--- config.mk ---
export PLATFORM = sky130hd
export DESIGN_NAME = instr_fetch_unit
export DESIGN_NICKNAME = d
export VERILOG_FILES = /design/src/rtl/cpu_pkg.sv /design/src/rtl/prog_mem.sv /design/src/rtl/instr_fetch_unit.sv
export SDC_FILE = /design/constraint.sdc
export NUM_CORES = 2
export LEC_CHECK = 0
export BUFFER_PORTS_ARGS = -buffer_cell sky130_fd_sc_hd__buf_2
export CAP_MARGIN = 5
export CELL_PAD_IN_SITES_DETAIL_PLACEMENT = 1
export CELL_PAD_IN_SITES_GLOBAL_PLACEMENT = 1
export CORE_MARGIN = 3
export CORE_UTILIZATION = 23
export CTS_CLUSTER_DIAMETER = 150
export CTS_CLUSTER_SIZE = 25
export DETAILED_ROUTE_END_ITERATION = 7
export GPL_TIMING_DRIVEN = 0
export PLACE_DENSITY = 0.37
export SYNTH_ARGS = -nofsm -noshare
export SYNTH_HDL_FRONTEND = slang
export SYNTH_SLANG_ARGS = --single-unit
--- constraint.sdc ---
create_clock -name clk -period 7 [get_ports clk]
set_input_delay 1.4 -clock clk [delete_from_list [all_inputs] [get_ports clk]]
set_output_delay 1.4 -clock clk [all_outputs]
set_load 0.1 [all_outputs]
--- src/rtl/cpu_pkg.sv ---
// Shared definitions for the 8-bit CPU and its instruction fetch unit:
// opcode and condition encodings, fetch states, and the branch condition test.
package cpu_pkg;

  localparam logic [1:0] OP_IMM  = 2'b00;
  localparam logic [1:0] OP_CALC = 2'b01;
  localparam logic [1:0] OP_COPY = 2'b10;
  localparam logic [1:0] OP_COND = 2'b11;

  localparam logic [2:0] COND_NEVER  = 3'b000;
  localparam logic [2:0] COND_EQ     = 3'b001;
  localparam logic [2:0] COND_LT     = 3'b010;
  localparam logic [2:0] COND_LE     = 3'b011;
  localparam logic [2:0] COND_ALWAYS = 3'b100;
  localparam logic [2:0] COND_NE     = 3'b101;
  localparam logic [2:0] COND_GE     = 3'b110;
  localparam logic [2:0] COND_GT     = 3'b111;

  typedef enum logic [1:0] {IDLE, FETCH, ISSUE, HALT} fetch_state_t;

  // value is a two's complement CPU register; sign is its MSB.
  function automatic logic cond_eval(input logic [2:0] code, input logic [7:0] value);
    logic zero;
    logic neg;
    logic result;
    zero = (value == 8'd0);
    neg  = value[7];
    case (code)
      COND_NEVER:  result = 1'b0;
      COND_EQ:     result = zero;
      COND_LT:     result = neg;
      COND_LE:     result = neg | zero;
      COND_ALWAYS: result = 1'b1;
      COND_NE:     result = ~zero;
      COND_GE:     result = ~neg;
      COND_GT:     result = ~neg & ~zero;
      default:     result = 1'b0;
    endcase
    return result;
  endfunction

endpackage

--- src/rtl/prog_mem.sv ---
// Program memory: one write port and one registered read port, maps onto block RAM.
module prog_mem #(
  parameter int ADDR_W = 8,
  parameter int DATA_W = 8
) (
  input  logic              clk,
  input  logic              wr_en,
  input  logic [ADDR_W-1:0] wr_addr,
  input  logic [DATA_W-1:0] wr_data,
  input  logic              rd_en,
  input  logic [ADDR_W-1:0] rd_addr,
  output logic [DATA_W-1:0] rd_data
);

  logic [DATA_W-1:0] mem [2**ADDR_W];

  // rd_data holds its value between reads, which keeps the issued word stable.
  always_ff @(posedge clk) begin
    if (wr_en) mem[wr_addr] <= wr_data;
    if (rd_en) rd_data <= mem[rd_addr];
  end

endmodule

--- src/rtl/instr_fetch_unit.sv ---
// Instruction source for the CPU: loadable program memory, program counter,
// valid/ready issue and branch resolution on condition-class instructions.
module instr_fetch_unit
  import cpu_pkg::*;
#(
  parameter int ADDR_W = 8,
  parameter int DATA_W = 8,
  parameter int CNT_W  = 16
) (
  input  logic              clk,
  input  logic              rst,
  input  logic              load_en,
  input  logic [ADDR_W-1:0] load_addr,
  input  logic [DATA_W-1:0] load_data,
  input  logic [ADDR_W:0]   prog_len,
  input  logic              run,
  output logic [DATA_W-1:0] instr_out,
  output logic              instr_valid,
  input  logic              instr_ready,
  input  logic [DATA_W-1:0] jump_target,
  input  logic [DATA_W-1:0] cond_value,
  output logic [ADDR_W-1:0] pc_out,
  output logic              busy,
  output logic              halted,
  output logic [CNT_W-1:0]  issued_count
);

  fetch_state_t      state_reg, state_next;
  logic [ADDR_W-1:0] pc_reg, pc_next;
  logic [ADDR_W:0]   len_reg;
  logic              valid_reg;
  logic              busy_reg;
  logic              halted_reg;
  logic [CNT_W-1:0]  count_reg;
  logic [DATA_W-1:0] mem_rd_data;

  logic              idle_like;
  logic              run_take;
  logic              accept;
  logic              taken;
  logic [ADDR_W-1:0] pc_inc;
  logic [ADDR_W:0]   pc_inc_wide;

  assign idle_like   = (state_reg == IDLE) || (state_reg == HALT);
  assign run_take    = idle_like && run;
  assign accept      = (state_reg == ISSUE) && valid_reg && instr_ready;
  assign taken       = (mem_rd_data[DATA_W-1 -: 2] == OP_COND) &&
                       cond_eval(mem_rd_data[2:0], cond_value);
  assign pc_inc      = pc_reg + 1'b1;
  assign pc_inc_wide = {1'b0, pc_reg} + {{ADDR_W{1'b0}}, 1'b1};

  prog_mem #(.ADDR_W(ADDR_W), .DATA_W(DATA_W)) u_prog_mem (
    .clk     (clk),
    .wr_en   (idle_like && load_en),
    .wr_addr (load_addr),
    .wr_data (load_data),
    .rd_en   (state_reg == FETCH),
    .rd_addr (pc_reg),
    .rd_data (mem_rd_data)
  );

  always_comb begin
    state_next = state_reg;
    pc_next    = pc_reg;
    case (state_reg)
      IDLE, HALT: begin
        if (run) begin
          pc_next    = '0;
          state_next = (prog_len == '0) ? HALT : FETCH;
        end
      end
      FETCH: state_next = ISSUE;
      ISSUE: begin
        if (accept) begin
          // Falling off the end halts with pc left on the last word; a taken branch never halts.
          if (!taken && (pc_inc_wide >= len_reg)) begin
            state_next = HALT;
          end else begin
            pc_next    = taken ? jump_target[ADDR_W-1:0] : pc_inc;
            state_next = FETCH;
          end
        end
      end
      default: state_next = IDLE;
    endcase
  end

  always_ff @(posedge clk or posedge rst) begin
    if (rst) begin
      state_reg  <= IDLE;
      pc_reg     <= '0;
      len_reg    <= '0;
      valid_reg  <= 1'b0;
      busy_reg   <= 1'b0;
      halted_reg <= 1'b0;
      count_reg  <= '0;
    end else begin
      state_reg  <= state_next;
      pc_reg     <= pc_next;
      valid_reg  <= (state_next == ISSUE);
      busy_reg   <= (state_next == FETCH) || (state_next == ISSUE);
      halted_reg <= (state_next == HALT);
      if (run_take) len_reg <= prog_len;
      if (run_take)
        count_reg <= '0;
      else if (accept && (count_reg != '1))
        count_reg <= count_reg + 1'b1;
    end
  end

  // The memory output has no reset, so the word is gated by valid to read zero after reset.
  assign instr_out    = valid_reg ? mem_rd_data : '0;
  assign instr_valid  = valid_reg;
  assign pc_out       = pc_reg;
  assign busy         = busy_reg;
  assign halted       = halted_reg;
  assign issued_count = count_reg;

endmodule

# After elaboration in Yosys (flattened, before gate mapping)
# Memory sizes are Yosys's and may differ from the RTL's. A register that Yosys moved wholly into a read port is not among the register bits.
# Cells that the tools add are included.
# op_classes
mux	16
bitwise	4
n_reduce_logical	18
magnitude_cmp	1
add_sub_neg	3
n_eq_ne	18
# op_table
operator	count
$mux 8	5
$mux 16	2
$add 16x1->16 const B	1
$ne 16x16->1 const B	1
$pmux 8 s2	1
$eq 3x3->1 const B	4
$eq 2x2->1 const B	5
$add 8x1->9 const B	1
$ge 9x9->1	1
$logic_not 9->1	1
$add 8x1->8 const B	1
$logic_not 8->1	1
$mux 2	4
$pmux 1 s8	1
$logic_and 1x1->1	7
$eq 3x2->1 const B	2
$ne 2x2->1 const B	3
$pmux 2 s3	1
$eq 2x1->1 const B	2
$reduce_and 4->1	1
$reduce_bool 2->1	2
$eq 3x1->1 const B	1
$logic_not 3->1	1
$logic_not 2->1	1
other kinds (7)	10
# totals
input_bits	46
mem_bits_rw	2048
ff_bits	38
wordCells	68
output_inout_bits	35
mem_count	1
# mem_list
memory	words	word_bits	rd	rd_ports_with_merged_regs	wr	line	rtl
u_prog_mem.mem	256	8	1	1	1	prog_mem.sv:15	logic [DATA_W-1:0] mem [2**ADDR_W];

# Depth between registers and ports, before layout
# depth
depth_word	12
mapped_depth	16
mapped_depth_nobuf	11

# Modules after synthesis
# Synthesis repeated with hierarchy kept, for this count alone.
# hier_totals
cells_unflattened	3990
area_unflattened_um2	82029.9
# by_module_without_submodules
module	n_inst	area_each_um2	seq_area_each_um2	cells_each
prog_mem	1	79636.4	61739.2	3733
instr_fetch_unit	1	2393.5	950.9	257

# Worst setup path before layout
# No wires, ideal clock.
# synth_path
path_kind	reg2reg
startpoint	register pc_reg[4], in the netlist pc_out[4]
endpoint	register pc_reg[6], in the netlist pc_out[6]
period_less_slack_ns	4.065
path_stages_with_launch	16
n_path_buf	6
setup_time_ns	0.082
arrival_ns	3.982
required_ns	6.918
setup_slack_ns	2.935
cell_sequence	dfrtp_1 -> buf_2 -> buf_2 -> buf_4 -> buf_2 -> buf_2 -> nand4_1 -> xnor2_1 -> ha_1 -> a211oi_1 -> o21ai_0 -> a21o_1 -> a31o_2 -> clkbuf_1 -> or2_2 -> o22ai_1
# synth_between
elab_chain_cells	5
elab_cells_between_ends	10
classes_between	2 x add/sub; 1 x order compare; 1 x eq/ne; 4 x mux; 2 x reduce/logical
# synth_rtl
item	line	rtl
start, declared	instr_fetch_unit.sv:29	logic [ADDR_W-1:0] pc_reg, pc_next;
start signal, assigned	instr_fetch_unit.sv:99	pc_reg <= pc_next;
$add 8x1->9 or $add 8x1->8 (tied branches)	instr_fetch_unit.sv:50, instr_fetch_unit.sv:49	
$ge 9x9->1 or $mux 8 (tied branches)	instr_fetch_unit.sv:76, instr_fetch_unit.sv:79	
$logic_and 1x1->1 or $mux 8 (tied branches)	instr_fetch_unit.sv:76	if (!taken && (pc_inc_wide >= len_reg)) begin
$ne 2x2->1 (no source line) or $mux 8 (tied branches)	-	
$reduce_and 4->1 (no source line) or $pmux 8 s2 (tied branches)	-	
# Several ways; a longest one is shown, not always the timed one. The select of a mux whose other input is x is not followed.
# A chain may end at the register's enable or synchronous reset.

==> results by group <==
Synthesis
  – Syn_nets: between 4000 and 5000
  – Post-synth ARST share: 0.0181
  – Post-Syn Area: around 80000 um^2
  – Cells after Synth: around 4300
  – Synth top area share: 0.749
  – Synth Flop Type: edfxtp_1
  – Mapped Avg Cell Area: approximately 19 um^2
  – Count of cell types in the netlist: 68
  – Synth Register Bits: 2094
  – Yosys top cell by area: edfxtp_1
  – Post-synth EDFFs: slightly above 2000
  – Sequential area share after synthesis: 0.761
  – YS warnings: 0
  – Synth top area cells: edfxtp_1 75%, mux4_2 8.9%, mux2i_1 4.0%, nor2_1 1.4%, a22oi_1 1.4%

Route
  – Routed vias: between 40000 and 50000
  – Post-route ant nets: 0
  – Vias per inst: 4.56
  – DRT Pass-1 Iters: 8
  – DR WL/cell: roughly 34 um
  – 1st-iter DRT viols: about 4000
  – # DRC: 0
  – WL final: between 300000 and 400000 um

Setup path
  – Worst R2R End: u_prog_mem.rd_data[2]
  – Crit-path leading delay family: compound AO/OA/AOI/OAI gates
  – Critical Path Fanout Max: 10
  – FF-to-FF setup slack: approximately 1.7 ns
  – Worst R2R Start: pc_out[0]
  – Crit path DAT: roughly 5.9 ns
  – Slowest cell on crit path: dfrtp_1
  – Path depth of the worst reg2reg path: 12
  – Critical path's most frequent cell: buf_12
  – Worst Setup End Kind: flop
  – CP Class: reg -> reg
  – WP data required: 7.58 ns
  – CP Buf/Inv Count: 5
  – CP max stage delay: 0.87 ns
  – Crit-path cells: buf_6 -> buf_12 -> buf_12 -> buf_12 -> buf_8 -> nand3b_2 -> o22ai_1 -> o21ai_0 -> a31oi_1 -> nand4_1 -> o22ai_1 -> nor4_1
  – Crit start category: flop

Global routing
  – Total track usage: 0.169
  – Initial antenna violation count: 31
  – Vias in the first global route: 44438
  – Global-route wire length before repair: about 420000 um
  – Gr ovfl total: 0
  – Largest net degree at the start of global routing: 119

Floorplan
  – FP Rows: around 220
  – Die area: 365000 um^2
  – Initial Utilization: 0.231
  – Die Wd: around 600 um
  – I/O pin cnt: 81
  – Die Y: roughly 600 um
  – Core area: 356000 um^2

Finish
  – Final core occ: 0.260
  – Fillers: between 30000 and 40000
  – Commonest non-fill, non-tap cell in the layout: edfxtp_1
  – Commonest non-fill, non-tap cells in the layout: 2056 x edfxtp_1, 331 x mux2i_1, 324 x mux4_2
  – Max reg flops: around 2000
  – Final Cell Area: slightly above 90000 um^2
  – Layout Nets: approximately 4500
  – Layout cells sized above 1: 0.174
  – Area delta synth->final: 12.3%

STA
  – Clk_skew: roughly 0.080 ns
  – Relative slew slack: 0.105
  – FMAX: 187 MHz
  – RSZ-0062 raised after global routing: false
  – Setup-failing EPs final: 0
  – Least-Margin Pin Slew: between 1 and 1.5 ns
  – Max Slew Vio Count: 0
  – Final Cycle Share: 0.763
  – Min cycle time layout: around 5.3 ns
  – Final Hold Viols: 0

Outcome
  – Status: complete, no violations

Placement
  – Placed inst area: about 90000 um^2
  – Detailed placer's ending HPWL: 219000 um
  – PortBufs: 76
  – Routability Congestion: between 0.7 and 0.8

Power and ir drop
  – Max VDD drop: 0.000261 V
  – Power per cell area: about 340 nW/um^2
  – Leak: between 0.02 and 0.03 uW

Clock tree
  – Htree depth: 3
  – TritonCTS clock tree: done
  – CTS max path bufs: 4
  – Clock Tree Root: clkbuf_16
  – Num CTS Buffers: 99
  – Hold Buf Count CTS: 0
  – Post-CTS Setup Inserts: 0
  – Cts repair resizes: 0
  – CTS Sinks: around 2100
  – CTS clock-pin slew for the worst setup and hold paths: 0.12 ns
  – Clk_lat worst skew: around 0.90 ns

Run
  – MaxCap Viol Count: 0

Min path
  – Worst min path class: in -> async
[area by class of cell]
type | count | area, um^2 | share of cell area
Inverter | 16 | 60.1 | 0.000649
Tap cell | 4751 | 5940 | 0.0642
Sequential cell | 2094 | 62700 | 0.677
Timing Repair Buffer | 119 | 1430 | 0.0155
Clock inverter | 5 | 78.8 | 0.000852
Clock buffer | 120 | 2600 | 0.0281
Buffer | 251 | 1640 | 0.0178
Multi-Input combinational cell | 1902 | 18100 | 0.195
Antenna cell | 12 | 30.0 | 0.000324
[cell families after synthesis]
| family | share of synthesized area |
|---|---|
| simple gates | 0.0396 |
| compound gates | 0.0409 |
| mux | 0.134 |
| fa+ha+maj | 0.00228 |
| flops | 0.761 |
| buf+inv | 0.0204 |
| xor+xnor | 0.00170 |
[routing by layer]
| layer | part of all wire | GRT usage |
|---|---|---|
| met5 | 0.000086 | 0 |
| met2 | 0.49 | 0.285 |
| met1 | 0.46 | 0.236 |
| met4 | 0.017 | 0.0318 |
| met3 | 0.035 | 0.0166 |
[power breakdown]
part | leakage [uW] | internal [uW] | switching [uW]
combinational | 0.00638 | 3390 | 7150
sequential | 0.0190 | 13900 | 122
clock | 0.00130 | 2660 | 4150
[synthesized netlist by cell type (all sizes together), types with 3 or more instances]
library cell and number:
a211o 10, a211oi 9, a21oi 102, a221oi 23, a222oi 15, a22o 53
a22oi 149, a31oi 32, and2 18, and3 12, and3b 3, and4 3
buf 173, clkbuf 77, dfrtp 38, edfxtp 2056, ha 15, inv 16
mux2 32, mux2i 331, mux4 327, nand2 142, nand2b 8, nand3 50
nand3b 5, nand4 53, nor2 312, nor2b 27, nor3 26, nor3b 3
nor4 12, o211ai 8, o21ai 42, o22ai 28, o31ai 4, or3 14
xnor2 10, xor2 6
[worst max path at each step]
stage	slack (ns)	from	to	depth (start not counted)
2_1_floorplan	2.94	pc_out[4]	pc_out[6]	15
3_3_place_gp	-0.13	load_data[1]	u_prog_mem.mem[140][1]	1
3_5_place_dp	1.54	pc_out[0]	u_prog_mem.rd_data[2]	12
4_1_cts	1.48	pc_out[0]	u_prog_mem.rd_data[2]	12
5_1_grt	1.42	pc_out[0]	pc_out[4]	16
6_report	1.66	pc_out[0]	u_prog_mem.rd_data[2]	12
[per-stage QoR]
stage                     total power [uW]  std cells  TNS [ns]  worst slack (ns)  hold slack, ns
after floorplan                      19900       4263         0              2.94           0.449
after global placement               25100       9090    -11.77            -0.129           0.481
after detailed placement             25100       9132         0              1.54           0.478
after CTS                            31900       9257         0              1.48           0.317
after global routing                 32500       9261         0              1.42           0.348
final                                31400       9270         0              1.66           0.394
[worst register-to-register path, delay by kind of cell (launching register included)]
family	cells	cell delay, ns
compound gates	4	1.74
buf+inv	5	1.34
simple gates	3	1.08
flops	1	0.87
No activity file was read; power rests on OpenSTA's default activity.
